`config.mk`:
```
export PLATFORM = sky130hd
export DESIGN_NAME = axi_lite_master
export DESIGN_NICKNAME = d
export VERILOG_FILES = /design/src/rtl/axi_lite_pkg.sv /design/src/rtl/axi_lite_watchdog.sv /design/src/rtl/axi_lite_master.sv
export SDC_FILE = /design/constraint.sdc
export NUM_CORES = 1
export LEC_CHECK = 0
export ABC_AREA = 1
export BUFFER_PORTS_ARGS = -buffer_cell sky130_fd_sc_hd__buf_2
export CAP_MARGIN = 0
export CELL_PAD_IN_SITES_DETAIL_PLACEMENT = 0
export CELL_PAD_IN_SITES_GLOBAL_PLACEMENT = 1
export CORE_ASPECT_RATIO = 1.5
export CORE_MARGIN = 1.5
export CORE_UTILIZATION = 32
export DETAILED_ROUTE_END_ITERATION = 12
export GPL_ROUTABILITY_DRIVEN = 0
export PLACE_DENSITY = 0.84
export REMOVE_ABC_BUFFERS = 1
export SYNTH_ARGS = -nofsm -noshare
export SYNTH_HDL_FRONTEND = slang
export SYNTH_SLANG_ARGS = --single-unit
```
`constraint.sdc`:
```
create_clock -name M_AXI_ACLK -period 1.6 [get_ports M_AXI_ACLK]
set_input_delay 0.32 -clock M_AXI_ACLK [delete_from_list [all_inputs] [get_ports M_AXI_ACLK]]
set_output_delay 0.32 -clock M_AXI_ACLK [all_outputs]
set_load 0.02 [all_outputs]
```
`src/rtl/axi_lite_pkg.sv`:
```
// Shared AXI4-Lite response codes and master FSM state encoding.
package axi_lite_pkg;

  localparam logic [1:0] RESP_OKAY   = 2'b00;
  localparam logic [1:0] RESP_EXOKAY = 2'b01;
  localparam logic [1:0] RESP_SLVERR = 2'b10;
  localparam logic [1:0] RESP_DECERR = 2'b11;

  typedef logic [2:0] state_t;

  localparam state_t S_IDLE    = 3'd0;
  localparam state_t S_WR      = 3'd1;
  localparam state_t S_WR_RESP = 3'd2;
  localparam state_t S_RD_ADDR = 3'd3;
  localparam state_t S_RD_DATA = 3'd4;
  localparam state_t S_DONE    = 3'd5;

  function automatic logic is_busy(input state_t s);
    return (s == S_WR) || (s == S_WR_RESP) || (s == S_RD_ADDR) || (s == S_RD_DATA);
  endfunction

endpackage

```
`src/rtl/axi_lite_watchdog.sv`:
```
// Transaction watchdog: counts busy cycles since command acceptance.
module axi_lite_watchdog #(
  parameter int unsigned TIMEOUT_CYCLES = 16
) (
  input  logic clk,
  input  logic rst_n,
  input  logic clear,
  input  logic active,
  output logic expired
);

  localparam int unsigned CW = $clog2(TIMEOUT_CYCLES) + 1;

  logic [CW-1:0] cnt;

  always_ff @(posedge clk or negedge rst_n) begin
    if (!rst_n) begin
      cnt <= '0;
    end else if (clear) begin
      cnt <= '0;
    end else if (active) begin
      cnt <= cnt + CW'(1);
    end
  end

  assign expired = active && (cnt == CW'(TIMEOUT_CYCLES - 1));

endmodule

```
`src/rtl/axi_lite_master.sv`:
```
// Single-outstanding AXI4-Lite master driven by a simple command/response port.
// Optional watchdog abort compiled in with AXI_MASTER_TIMEOUT_EN.
module axi_lite_master
  import axi_lite_pkg::*;
#(
  parameter int unsigned ADDR_WIDTH     = 5,
  parameter int unsigned TIMEOUT_CYCLES = 16
) (
  input  logic                  M_AXI_ACLK,
  input  logic                  M_AXI_ARESETN,
  input  logic                  cmd_valid,
  input  logic                  cmd_write,
  input  logic [ADDR_WIDTH-1:0] cmd_addr,
  input  logic [31:0]           cmd_wdata,
  input  logic [3:0]            cmd_wstrb,
  output logic                  cmd_ready,
  output logic                  rsp_valid,
  input  logic                  rsp_ready,
  output logic [31:0]           rsp_rdata,
  output logic [1:0]            rsp_resp,
  output logic                  rsp_timeout,
  output logic [ADDR_WIDTH-1:0] M_AXI_AWADDR,
  output logic                  M_AXI_AWVALID,
  input  logic                  M_AXI_AWREADY,
  output logic [31:0]           M_AXI_WDATA,
  output logic [3:0]            M_AXI_WSTRB,
  output logic                  M_AXI_WVALID,
  input  logic                  M_AXI_WREADY,
  input  logic [1:0]            M_AXI_BRESP,
  input  logic                  M_AXI_BVALID,
  output logic                  M_AXI_BREADY,
  output logic [ADDR_WIDTH-1:0] M_AXI_ARADDR,
  output logic                  M_AXI_ARVALID,
  input  logic                  M_AXI_ARREADY,
  input  logic [31:0]           M_AXI_RDATA,
  input  logic [1:0]            M_AXI_RRESP,
  input  logic                  M_AXI_RVALID,
  output logic                  M_AXI_RREADY
);

  state_t                  state;
  logic [ADDR_WIDTH-1:0]   addr_q;
  logic [31:0]             wdata_q;
  logic [3:0]              wstrb_q;
  logic                    aw_done, w_done;
  logic                    accept, aw_hs, w_hs, expired;

  assign accept = (state == S_IDLE) && cmd_valid && cmd_ready;
  assign aw_hs  = M_AXI_AWVALID && M_AXI_AWREADY;
  assign w_hs   = M_AXI_WVALID && M_AXI_WREADY;

  assign M_AXI_AWADDR = addr_q;
  assign M_AXI_ARADDR = addr_q;
  assign M_AXI_WDATA  = wdata_q;
  assign M_AXI_WSTRB  = wstrb_q;

`ifdef AXI_MASTER_TIMEOUT_EN
  logic timed_out;

  axi_lite_watchdog #(
    .TIMEOUT_CYCLES(TIMEOUT_CYCLES)
  ) u_watchdog (
    .clk    (M_AXI_ACLK),
    .rst_n  (M_AXI_ARESETN),
    .clear  (accept),
    .active (is_busy(state)),
    .expired(expired)
  );

  assign rsp_timeout = timed_out;
`else
  assign expired     = 1'b0;
  assign rsp_timeout = 1'b0;
`endif

  always_ff @(posedge M_AXI_ACLK or negedge M_AXI_ARESETN) begin
    if (!M_AXI_ARESETN) begin
      state         <= S_IDLE;
      addr_q        <= '0;
      wdata_q       <= '0;
      wstrb_q       <= '0;
      aw_done       <= 1'b0;
      w_done        <= 1'b0;
      cmd_ready     <= 1'b0;
      rsp_valid     <= 1'b0;
      rsp_rdata     <= '0;
      rsp_resp      <= '0;
      M_AXI_AWVALID <= 1'b0;
      M_AXI_WVALID  <= 1'b0;
      M_AXI_BREADY  <= 1'b0;
      M_AXI_ARVALID <= 1'b0;
      M_AXI_RREADY  <= 1'b0;
`ifdef AXI_MASTER_TIMEOUT_EN
      timed_out     <= 1'b0;
`endif
    end else if (expired) begin
      // Abort takes priority over any handshake landing on the same edge.
      M_AXI_AWVALID <= 1'b0;
      M_AXI_WVALID  <= 1'b0;
      M_AXI_BREADY  <= 1'b0;
      M_AXI_ARVALID <= 1'b0;
      M_AXI_RREADY  <= 1'b0;
      rsp_valid     <= 1'b1;
      rsp_rdata     <= '0;
      rsp_resp      <= RESP_SLVERR;
      state         <= S_DONE;
`ifdef AXI_MASTER_TIMEOUT_EN
      timed_out     <= 1'b1;
`endif
    end else begin
      case (state)
        S_IDLE: begin
          cmd_ready <= 1'b1;
          if (accept) begin
            cmd_ready <= 1'b0;
            addr_q    <= cmd_addr;
            wdata_q   <= cmd_wdata;
            wstrb_q   <= cmd_wstrb;
            if (cmd_write) begin
              M_AXI_AWVALID <= 1'b1;
              M_AXI_WVALID  <= 1'b1;
              aw_done       <= 1'b0;
              w_done        <= 1'b0;
              state         <= S_WR;
            end else begin
              M_AXI_ARVALID <= 1'b1;
              state         <= S_RD_ADDR;
            end
          end
        end
        S_WR: begin
          if (aw_hs) begin
            M_AXI_AWVALID <= 1'b0;
            aw_done       <= 1'b1;
          end
          if (w_hs) begin
            M_AXI_WVALID <= 1'b0;
            w_done       <= 1'b1;
          end
          if ((aw_done || aw_hs) && (w_done || w_hs)) begin
            M_AXI_BREADY <= 1'b1;
            state        <= S_WR_RESP;
          end
        end
        S_WR_RESP: begin
          if (M_AXI_BVALID) begin
            M_AXI_BREADY <= 1'b0;
            rsp_resp     <= M_AXI_BRESP;
            rsp_rdata    <= '0;
            rsp_valid    <= 1'b1;
            state        <= S_DONE;
          end
        end
        S_RD_ADDR: begin
          if (M_AXI_ARREADY) begin
            M_AXI_ARVALID <= 1'b0;
            M_AXI_RREADY  <= 1'b1;
            state         <= S_RD_DATA;
          end
        end
        S_RD_DATA: begin
          if (M_AXI_RVALID) begin
            M_AXI_RREADY <= 1'b0;
            rsp_rdata    <= M_AXI_RDATA;
            rsp_resp     <= M_AXI_RRESP;
            rsp_valid    <= 1'b1;
            state        <= S_DONE;
          end
        end
        S_DONE: begin
          if (rsp_ready) begin
            rsp_valid <= 1'b0;
            cmd_ready <= 1'b1;
            state     <= S_IDLE;
`ifdef AXI_MASTER_TIMEOUT_EN
            timed_out <= 1'b0;
`endif
          end
        end
        default: state <= S_IDLE;
      endcase
    end
  end

endmodule
```
Word-level counts from Yosys, hierarchy flattened

Cells that the tools add are included.
Widths: inputs -> output; s select.

Equal/unequal tests: 15
Multiplexer cells: 43
Reduce and logical (&&, ||, !) cells: 25

Operators by type and width:

| operator           | count |
|---|---|
| $mux 32            | 2 |
| $pmux 32 s2        | 1 |
| $mux 1             | 20 |
| $ne 2x2->1 const B | 10 |
| $mux 3             | 6 |
| $pmux 3 s6         | 1 |
| $pmux 1 s2         | 8 |
| $reduce_and 4->1   | 4 |
| $reduce_bool 2->1  | 6 |
| $reduce_and 3->1   | 3 |
| $eq 3x2->1 const B | 2 |
| $eq 3x3->1 const B | 2 |
| $mux 2             | 3 |
| $reduce_and 6->1   | 1 |
| $logic_and 1x1->1  | 5 |
| $pmux 2 s2         | 1 |
| $reduce_and 2->1   | 2 |
| $eq 3x1->1 const B | 1 |
| $logic_not 3->1    | 1 |
| $pmux 1 s3         | 1 |
| $reduce_bool 3->1  | 1 |
| $logic_or 1x1->1   | 2 |

Flip-flop bits (word level): 87
Input bits: 87
Output and inout port bits: 88
Word-level logic and storage cells: 98

Logic depth before layout (Yosys ltp)

Gate-level depths: netlist (run 1).

Word-level depth: 5
Mapped depth: 8
Depth with buffers taken out: 8

Least setup slack after synthesis (run 1)

Ideal clock, no wire load.

Path type: reg-to-reg
Start point: register state[0]
End point: register rsp_rdata[10]
Setup time: 0.117 ns
Arrival time: 1.236 ns
Data required time: 1.483 ns
Slack: 0.247 ns
Stages on the path, launching flop included: 9
Path buffers: 2
Clock period less this slack: 1.353 ns
Path through: dfrtp_1 -> buf_4 -> nor2_2 -> nand2_2 -> nand2_1 -> nand3_2 -> buf_4 -> nand2_1 -> nand2_1

Cells in the longest elaborated chain, start to end: 3
Elaborated cells on any way between the ends: 7
Those cells by class: eq/ne: 4; mux: 1; reduce/logical: 2

Ends and longest elaborated chain:

| element                                                                 | line                   | text |
|---|---|---|
| start: declaration                                                      | axi_lite_master.sv:41  | `state_t state;` |
| start signal: assignment                                                | axi_lite_master.sv:78  | `state <= S_IDLE;` |
| start signal: assignment                                                | axi_lite_master.sv:106 | `state <= S_DONE;` |
| start signal: assignment                                                | axi_lite_master.sv:124 | `state <= S_WR;` |
| $eq 3x3->1 / $eq 3x2->1 (equally long branches)                         | axi_lite_master.sv:111 | `case (state)` |
| $ne 2x2->1 (no source line) / $reduce_bool 2->1 (equally long branches) | -                      |  |
| $reduce_and 3->1 (no source line)                                       | -                      |  |
| end signal: assignment                                                  | axi_lite_master.sv:104 | `rsp_rdata <= '0;` |
| end signal: assignment                                                  | axi_lite_master.sv:149 | `rsp_rdata <= '0;` |
| end signal: assignment                                                  | axi_lite_master.sv:164 | `rsp_rdata <= M_AXI_RDATA;` |
| end: declaration                                                        | axi_lite_master.sv:19  | `output logic [31:0] rsp_rdata,` |

Parallel ways exist; a longest one is shown, timed or not.
A chain may end at the register's enable or synchronous reset.

Worst setup path after layout (run 1)

Start point: register state[1]
End point: register addr_q[4], in the netlist M_AXI_ARADDR[4]

Cells in the longest elaborated chain, start to end: 4

Ends and longest elaborated chain:

| element                             | line                                          | text |
|---|---|---|
| $logic_not 3->1 *                   | axi_lite_master.sv:48, axi_lite_master.sv:111 |  |
| $logic_and 1x1->1 (2 in a row)      | axi_lite_master.sv:48                         | `assign accept = (state == S_IDLE) && cmd_valid && cmd_ready;` |
| $reduce_and 2->1 (no source line) * | -                                             |  |
| end signal: assignment              | axi_lite_master.sv:116                        | `addr_q <= cmd_addr;` |
| end: declaration                    | axi_lite_master.sv:42                         | `logic [ADDR_WIDTH-1:0] addr_q;` |

Every way passes the cells marked *; elsewhere a longest branch is shown, timed or not.

==> impl_metrics.yaml, run 1 <==
yosys:
  yosysTopAreaCell: "dfrtp_1"
  yosysUniqueCellTypes: 16
  yosysWarnings: 0
  synth_top_cell_area_share: 0.611
  syn_area_per_cell_sq_um: 8.38
  synth_cells: 425
  synth_seq_cells: 87
  yosysSeqAreaShare: 0.611
  netlist_area_sq_um: 3560
  synthTopCellsByArea: "dfrtp_1 61%, nand2_1 27%, buf_4 2.1%"
outcome:
  status: "completed"
placement:
  placed_cell_area_sq_um: 4600
  hpwl_mm: 6.63
  port_buffers: 173
  placed_cells: 734
  dp_slack_ps: 36.9
drt:
  via_count: 3216
  ant_nets: 0
  routedWlPerCell_um: 11.8
  dr.first_iter.drc_count: 105
  firstDrtPassIters: 4
  viasPerCell: 4.28
  drcViolationCount: 0
  wl_mm: 8.86
floorplanning:
  die-area_sq_um: 11800
  initial_core_util: 0.326
  die_h_um: 132
  coreArea_sq_um: 10900
  rows: 47
  ios: 175
  die_width_um: 89.2
setup_path:
  worstReg2RegEnd: "M_AXI_ARADDR[4]$_DFFE_PN0P_"
  r2r_start: "state[1]$_DFFE_PN0P_"
  critPathMaxStageDelay_ps: 430
  worst_ep_required_time_ps: 1880
  cp-start-kind: "register"
  cp_cell_sequence: "nor2_1, inv_1, nor3_4, buf_12, nand2_1, nand2_1"
  critical_path.slowest_cell: "dfrtp_1"
  cp_max_fo: 42
  crit_type: "register to register"
  worst_ep_arrival_time_ps: 1780
  rrSetupSlack_ps: 110
  path_buf_inv: 2
  end_kind: "register"
  critPathTopFamily: "simple AND/OR/NAND/NOR gates"
  cpMostUsedCell: "nand2_1"
  r2r_cells: 6
sta:
  fin_worst_skew_ps: 8.45
  max_freq_ghz: 0.669
  min_period_ps: 1490
  rsz0062_at_grt: "true"
  setup_viol: 0
  finalWorstSetupSlack_ps: 106
  hold_viol: 0
  fin_crit_sh: 0.934
  maxSlewViolCount: 0
  final.setup.tns_ps: 0
clocking:
  root_buffer: "clkbuf_16"
  clock_latency_ps: 340
  postCtsSetupBuffers: 0
  cts.htree.levels: 3
  cts_tree: "yes"
  cts.clk_slew.worst_paths_ps: 70
  clock_sink_count: 87
  clockBufferDepth: 2
  cts_made_buffers: 9
finish:
  stdcell_count: 751
  n_antenna_cell: 0
  fill_cells: 1122
  area_growth_pct: 38.2
  nNetsFinal: 686
  stdcell_area_sq_um: 4920
  layout-drive-gt1-share: 0.348
  final_common_cell: "nand2_1"
  layout_common_cells: "259 x nand2_1, 172 x buf_2, 86 x dfrtp_1"
global_route:
  antenna_found_initial: 0
  grt_util_met1: 0.174
  grt_use_total: 0.151
  grt_first_pass_wirelength_mm: 13.8
  grt_use_met3: 0.0351
  grt_max_degree: 47
  grt_use_met2: 0.261
  busiest_layer: "met2"
  grt_pass1_vias: 2945
  overflow: 0
power:
  power_density_nw_per_um2: 2040
  ir_drop_v: 0.000664
  p_leak_uw: 0.00296
min_path:
  hold_class: "primary input to register"
  min_delay_worst_endpoint: "M_AXI_WDATA[17]$_DFFE_PN0P_"
  hp-start: "cmd_wdata[17]"
  hold_depth: 3
flow_run:
  cap_violations: 0
[power breakdown]
group / internal (uW) / switching, uW / total (uW) / leakage [uW]
clock: 1120 / 904 / 2020 / 0.000137
combinational: 1470 / 2940 / 4410 / 0.00171
sequential: 3120 / 512 / 3630 / 0.00111
total: 5700 / 4360 / 10100 / 0.00296
[logic make-up after synthesis]
family / after synthesis / synth area share
AOI/OAI and AO/OA: 16 / 0.0225
buffers and inverters: 36 / 0.0527
DFF: 87 / 0.611
other: 1 / 0.00105
and+or+nand+nor: 285 / 0.313
[metal layers]
layer  wire [um]  up-vias
met2        4560      107
met5           0        -
met4         195        0
met3         481       15
met1        3620     1455
li1            -     1639
[final cells by class]
class | instances | area [sq um] | area share
flip-flops and latches | 87 | 2180 | 0.442
repair buffers | 185 | 1010 | 0.205
clock inverters | 6 | 52.6 | 0.0107
multi-input cells | 302 | 1200 | 0.244
well taps | 147 | 184 | 0.0374
inverters | 14 | 57.6 | 0.0117
clock buffers | 10 | 239 | 0.0485
[flip-flops by register name, indices dropped and copies added, names as in the netlist]
register	flops
M_AXI_WDATA	32
rsp_rdata	32
M_AXI_ARADDR	5
M_AXI_WSTRB	4
state	3
rsp_resp	2
M_AXI_ARVALID	1
M_AXI_AWVALID	1
M_AXI_BREADY	1
M_AXI_RREADY	1
M_AXI_WVALID	1
aw_done	1
cmd_ready	1
rsp_valid	1
w_done	1
[Yosys cell counts]
library cell / count
a21oi_1: 7
buf_2: 12
buf_4: 10
conb_1: 1
dfrtp_1: 87
inv_1: 12
inv_2: 2
nand2_1: 259
nand2_2: 1
nand3_1: 9
nand3_2: 1
nand4_1: 2
nor2_1: 9
nor2_2: 3
nor3_4: 1
o21ai_0: 9
[tightest hold or removal path: cells and delay by family]
kind                   cells  cell delay, ps
buffers and inverters      1              70
AND/OR/NAND/NOR            2              90
[repair_timing]
action,in CTS,in global routing
hold buffers,1,0
endpoints found under the setup margin,0,49
resized for setup,0,9
hold endpoints to repair,20,0
[worst max-delay path by stage]
stage	depth (start not counted)	slack (ps)	to	startpoint
floorplan	5	-730	M_AXI_ARVALID$_DFFE_PN0P_	state[2]$_DFFE_PN0P_
global placement	6	100	M_AXI_WDATA[3]$_DFFE_PN0P_	state[1]$_DFFE_PN0P_
detailed placement	6	40	M_AXI_WDATA[13]$_DFFE_PN0P_	state[1]$_DFFE_PN0P_
CTS	6	10	M_AXI_ARADDR[4]$_DFFE_PN0P_	state[1]$_DFFE_PN0P_
global route	6	-20	M_AXI_ARADDR[2]$_DFFE_PN0P_	state[1]$_DFFE_PN0P_
finish	6	110	M_AXI_ARADDR[4]$_DFFE_PN0P_	state[1]$_DFFE_PN0P_
[through the flow]
step	utilization	total power, uW	hold slack, ps
6_report	0.450	10100	172
4_1_cts	0.448	10200	160
3_5_place_dp	0.421	8100	232
2_1_floorplan	-	6320	24.4
5_1_grt	0.450	10800	172
3_3_place_gp	0.421	7990	229
No activity file was read; power rests on OpenSTA's default activity.
==> run 2, diff against run 1 <==
--- a/config.mk
+++ b/config.mk
@@ -5,17 +5,16 @@
 export SDC_FILE = /design/constraint.sdc
 export NUM_CORES = 1
 export LEC_CHECK = 0
-export ABC_AREA = 1
 export BUFFER_PORTS_ARGS = -buffer_cell sky130_fd_sc_hd__buf_2
 export CAP_MARGIN = 0
 export CELL_PAD_IN_SITES_DETAIL_PLACEMENT = 0
 export CELL_PAD_IN_SITES_GLOBAL_PLACEMENT = 1
 export CORE_ASPECT_RATIO = 1.5
 export CORE_MARGIN = 1.5
-export CORE_UTILIZATION = 32
+export CORE_UTILIZATION = 35
 export DETAILED_ROUTE_END_ITERATION = 12
 export GPL_ROUTABILITY_DRIVEN = 0
-export PLACE_DENSITY = 0.84
+export PLACE_DENSITY = 0.85
 export REMOVE_ABC_BUFFERS = 1
 export SYNTH_ARGS = -nofsm -noshare
 export SYNTH_HDL_FRONTEND = slang
==> run 2 against run 1 <==
Effect of this change:
- critical path depth is 1 lower
- die area shrank 11%
- core utilization is 5.2 points higher
- clock skew down 3.7 ps
- wire length is 2.5% lower
- flip-flop and latch count did not move
- synthesized cell count down 40%
- combinational power shrank 3%
- worst hold slack better by 30 ps
==> impl_metrics.yaml, run 2 <==
global_route:
  grt_max_degree: 52
  grt_util_met1: 0.187
  overflow: 0
  antenna_found_initial: 0
  grt_pass1_vias: 2761
  grt_use_met3: 0.0337
  busiest_layer: "met2"
  grt_use_met2: 0.286
  grt_first_pass_wirelength_mm: 13.5
  grt_use_total: 0.163
setup_path:
  cp.depth: 5
  critPathCapture: "M_AXI_WSTRB[3]$_DFFE_PN0P_"
  r2r_start: "cmd_ready$_DFFE_PN0P_"
  startpoint: "cmd_ready$_DFFE_PN0P_"
  cp_cell_sequence: "nand2_2, nor4_4, buf_6, buf_12, mux2_2"
  worstReg2RegEnd: "M_AXI_WSTRB[3]$_DFFE_PN0P_"
  cp-start-kind: "register"
  crit_type: "register to register"
  critPathTopFamily: "simple AND/OR/NAND/NOR gates"
  rrSetupSlack_ps: 50
  worst_ep_arrival_time_ps: 1770
  worst_ep_required_time_ps: 1820
  end_kind: "register"
  critPathMaxStageDelay_ps: 360
  path_buf_inv: 2
  critical_path.slowest_cell: "dfrtp_1"
  cp_max_fo: 21
  r2r_cells: 5
drt:
  viasPerCell: 4.91
  routedWlPerCell_um: 15.6
  via_count: 2708
  dr.first_iter.drc_count: 109
  firstDrtPassIters: 4
  drcViolationCount: 0
  ant_nets: 0
  wl_mm: 8.63
yosys:
  syn_area_per_cell_sq_um: 13.6
  synth.most_common_cell: "dfrtp_1"
  yosys_most_used_dff: "dfrtp_1"
  synthTopCellsByArea: "dfrtp_1 63%, mux2_2 12%, a22o_1 8.3%"
  synth_seq_cells: 87
  yosysSeqAreaShare: 0.627
  yosysTopAreaCell: "dfrtp_1"
  netlist_area_sq_um: 3470
  synth_top_cell_area_share: 0.627
  synthTopCellsByCount: "87 x dfrtp_1, 38 x mux2_2, 33 x a22o_1"
  synth_edf_count: 0
  yosysWarnings: 0
  yosysUniqueCellTypes: 32
  synth_cells: 255
  async_flop_share: 1.00
finish:
  layout_common_cells: "172 x buf_2, 87 x dfrtp_1, 38 x mux2_2"
  nNetsFinal: 519
  layout-drive-gt1-share: 0.563
  stdcell_count: 552
  final_common_cell: "buf_2"
  area_growth_pct: 40.1
  n_antenna_cell: 0
sta:
  hold_viol: 0
  holdWs_ps: 202
  fin_crit_sh: 0.969
  max_freq_ghz: 0.645
  finalWorstSetupSlack_ps: 50.2
  min_period_ps: 1550
  fin_worst_skew_ps: 4.71
  setup_viol: 0
  maxSlewViolCount: 0
  final.setup.tns_ps: 0
clocking:
  clockBufferDepth: 2
  clock_sink_count: 87
  cts.clk_slew.worst_paths_ps: 60
  cts_tree: "yes"
  clock_latency_ps: 330
  cts.htree.levels: 3
  root_buffer: "clkbuf_16"
  cts_made_buffers: 9
floorplanning:
  coreArea_sq_um: 9690
  rows: 44
  die-area_sq_um: 10500
  ios: 175
  die_width_um: 84.4
  die_h_um: 125
  initial_core_util: 0.359
power:
  p_leak_uw: 0.00251
  swShare: 0.377
  p_seq_frac: 0.356
  switchingPower_uw: 3820
  internal_power_uw: 6300
  power_density_nw_per_um2: 2080
  clkPwrFrac: 0.220
  ir_drop_v: 0.00123
  post-layout-total-power_uw: 10100
  pwr-share-comb: 0.424
outcome:
  status: "completed"
flow_run:
  cap_violations: 0
min_path:
  hp-start: "M_AXI_RDATA[18]"
  hold_class: "primary input to register"
placement:
  port_buffers: 173
  dp_slack_ps: 40.3
  placed_cells: 532
  hpwl_mm: 6.10
==> run 2: cell types whose count changed in the layout (fill, tap and decap cells not counted), moves of 3 or more <==
cell	delta
mux2_2	+38
nor2_2	-4
a21oi_1	+4
a31oi_1	+3
mux2_1	+3
and2_1	+3
inv_1	-8
nand3_1	-8
nor2_1	+4
nand2_1	-251
a22o_1	+33
==> run 2: worst reg2reg max path: stages (launching register included) <==
cell	delay [ps]
dfrtp_1	360
nand2_2	90
nor4_4	280
buf_6	170
buf_12	170
mux2_2	360
==> run 2: area by class of cell <==
| type | instances | area [sq um] |
|---|---|---|
| Fill cell | 867 | 4820 |
| Tap cell | 115 | 144 |
| Clock buffer | 9 | 225 |
| Clock inverter | 7 | 96.3 |
| Timing Repair Buffer | 188 | 1070 |
| Sequential cell | 87 | 2180 |
| Inverter | 4 | 15.0 |
| Multi-Input combinational cell | 142 | 1140 |
==> run 2: power by group through the flow <==
stage	combinational (uW)	clock [uW]	sequential, uW
3_5_place_dp	4250	0	3620
2_1_floorplan	1420	0	4790
5_1_grt	4600	2380	3720
4_1_cts	4250	2290	3600
3_3_place_gp	4180	0	3590
6_report	4290	2230	3600
==> run 2: cell families after synthesis <==
group | synth area share
flip-flops | 0.627
AO/OA/AOI/OAI | 0.134
multiplexers | 0.139
AND/OR/NAND/NOR | 0.0533
buffers and inverters | 0.0468
other | 0.00108
==> run 2: worst min-delay path by stage <==
stage | depth (start not counted) | endpoint | slack (ps)
after floorplan | 0 | M_AXI_ARADDR[0]$_DFFE_PN0P_ | 20
after global placement | 2 | M_AXI_WVALID$_DFFE_PN0P_ | 310
after detailed placement | 2 | M_AXI_WVALID$_DFFE_PN0P_ | 310
after CTS | 2 | rsp_rdata[22]$_DFFE_PN0P_ | 190
after global routing | 2 | rsp_rdata[22]$_DFFE_PN0P_ | 190
final | 2 | rsp_rdata[18]$_DFFE_PN0P_ | 200
==> run 2: repair_timing <==
action | in CTS | in global routing
buffers inserted | 0 | 1
hold endpoints to repair | 87 | 0
hold buffers | 1 | 0
resized for setup | 0 | 6
setup endpoints to repair | 0 | 33
==> run 2: routing by layer <==
| metal | vias up | share of wire |
|---|---|---|
| met5 | - | 0 |
| met4 | 0 | 0.028 |
| met3 | 19 | 0.043 |
| met2 | 83 | 0.55 |
| met1 | 1339 | 0.38 |
| li1 | 1267 | - |
==> run 2: per-stage QoR <==
step / util / cell area, sq um
final: 0.502 / 4870
after global routing: 0.502 / 4870
after CTS: 0.497 / 4820
after detailed placement: 0.463 / 4480
after global placement: 0.463 / 4480
after floorplan: - / 3330
==> run 3, diff against run 2 <==
--- a/config.mk
+++ b/config.mk
@@ -15,6 +15,7 @@
 export DETAILED_ROUTE_END_ITERATION = 12
 export GPL_ROUTABILITY_DRIVEN = 0
 export PLACE_DENSITY = 0.85
+export RECOVER_POWER = 100
 export REMOVE_ABC_BUFFERS = 1
 export SYNTH_ARGS = -nofsm -noshare
 export SYNTH_HDL_FRONTEND = slang
==> run 3 against run 2 <==
Effect of this change:
- sequential share of layout area grew 1.3 points
- final cell count is the same
- maximum frequency about the same
- combinational power fell by 6.1%
- wire length about the same
- worst hold slack better by 0.51 ps
- die area unchanged
- clock power is essentially flat
- critical path depth is the same
- final area is 2.8% lower
- critical path type unchanged
- highest routed layer unchanged
==> impl_metrics.yaml, run 3 (synthesis results as in run 2) <==
setup_path:
  crit_type: "register to register"
  cp-start-kind: "register"
  cp_max_fo: 21
  startpoint: "cmd_ready$_DFFE_PN0P_"
  r2r_start: "cmd_ready$_DFFE_PN0P_"
  path_buf_inv: 2
  critPathTopFamily: "simple AND/OR/NAND/NOR gates"
  critPathMaxStageDelay_ps: 360
  cp_cell_sequence: "nand2_2, nor4_4, buf_6, buf_12, mux2_2"
  end_kind: "register"
  critical_path.slowest_cell: "dfrtp_1"
  worst_ep_arrival_time_ps: 1760
  worst_ep_required_time_ps: 1820
clocking:
  cts_made_buffers: 9
  cts_tree: "yes"
  clock_sink_count: 87
  cts.htree.levels: 3
  clockBufferDepth: 2
  clock_latency_ps: 330
  root_buffer: "clkbuf_16"
  cts.clk_slew.worst_paths_ps: 60
power:
  power_density_nw_per_um2: 2090
  switchingPower_uw: 3840
  ir_drop_v: 0.00120
  p_seq_frac: 0.367
  internal_power_uw: 6040
  p_leak_uw: 0.00221
  swShare: 0.389
  pwr-share-comb: 0.408
  clkPwrFrac: 0.225
drt:
  ant_nets: 0
  routedWlPerCell_um: 15.6
  firstDrtPassIters: 4
  wl_mm: 8.64
  viasPerCell: 4.92
  via_count: 2716
  dr.first_iter.drc_count: 143
  drcViolationCount: 0
sta:
  hold_viol: 0
  max_slew_margin: 0.405
  holdWs_ps: 203
  min_period_ps: 1550
  maxSlewViolCount: 0
  tightest_slew_ps: 893
  fin_worst_skew_ps: 4.43
  max_freq_ghz: 0.646
  fin_crit_sh: 0.968
  setup_viol: 0
  finalWorstSetupSlack_ps: 51.8
global_route:
  antenna_found_initial: 0
  overflow: 0
  grt_max_degree: 52
  grt_pass1_vias: 2761
  grt_first_pass_wirelength_mm: 13.5
  grt_use_total: 0.163
finish:
  stdcell_area_sq_um: 4730
  utilization: 0.488
  nNetsFinal: 519
  layout-drive-gt1-share: 0.364
  area_growth_pct: 36.2
  layout_common_cells: "87 x dfrtp_1, 87 x clkbuf_1, 85 x buf_2"
  n_antenna_cell: 0
floorplanning:
  rows: 44
  die-area_sq_um: 10500
  initial_core_util: 0.359
  die_h_um: 125
  coreArea_sq_um: 9690
  ios: 175
  die_width_um: 84.4
placement:
  port_buffers: 173
  dp_slack_ps: 40.3
  placed_cell_area_sq_um: 4480
  hpwl_mm: 6.10
outcome:
  status: "completed"
min_path:
  hold_class: "primary input to register"
  hp-start: "M_AXI_RDATA[18]"
flow_run:
  cap_violations: 0
## run 3: power by group through the flow
stage | Sequential (uW) | Clock (uW) | Combinational (uW)
2_1_floorplan | 4790 | 0 | 1420
6_report | 3630 | 2220 | 4030
3_3_place_gp | 3590 | 0 | 4180
5_1_grt | 3750 | 2380 | 4350
4_1_cts | 3600 | 2290 | 4250
3_5_place_dp | 3620 | 0 | 4250
## run 3: per-layer routing
| metal | routed length, um | vias to the layer above | GRT usage | share of wire |
|---|---|---|---|---|
| li1 | - | 1270 | - | - |
| met1 | 3210 | 1345 | 0.187 | 0.37 |
| met2 | 4810 | 82 | 0.286 | 0.56 |
| met3 | 371 | 19 | 0.0337 | 0.043 |
| met4 | 245 | 0 | 0.0769 | 0.028 |
| met5 | 0 | - | 0 | 0 |
## run 3: stage by stage
step / TNS (ps) / total power, uW / std cells
4_1_cts: 0 / 10100 / 549
3_5_place_dp: 0 / 7860 / 532
5_1_grt: -0.397 / 10500 / 552
2_1_floorplan: -52030 / 6210 / 233
3_3_place_gp: 0 / 7770 / 532
6_report: 0 / 9880 / 552
## run 3: worst paths after layout
kind	slack, ps	cells after the start	to
min reg2reg	480	2	rsp_resp[0]$_DFFE_PN0P_
min in group asynchronous	700	3	M_AXI_WDATA[4]$_DFFE_PN0P_
max	50	5	M_AXI_WSTRB[3]$_DFFE_PN0P_
max reg2reg	50	5	M_AXI_WSTRB[3]$_DFFE_PN0P_
max in group asynchronous	290	3	rsp_rdata[10]$_DFFE_PN0P_
min	200	2	rsp_rdata[18]$_DFFE_PN0P_
## run 3: worst register-to-register path: stages, from the launching register on
cell	delay, ps
dfrtp_1	360
nand2_2	90
nor4_4	290
buf_6	170
buf_12	180
mux2_2	350
## run 3: layout make-up
cell class,count,area [sq um]
Fill cell,897,4960
Sequential cell,87,2180
Timing Repair Buffer,188,935
Inverter,4,15.0
Multi-Input combinational cell,142,1140
Clock buffer,9,225
Tap cell,115,144
Clock inverter,7,96.3
## run 3: timing repair
item	in CTS	in global routing
setup endpoints to repair	0	33
gates resized for setup	0	6
hold buffers	1	0
setup buffers	0	1
hold endpoints to repair	87	0
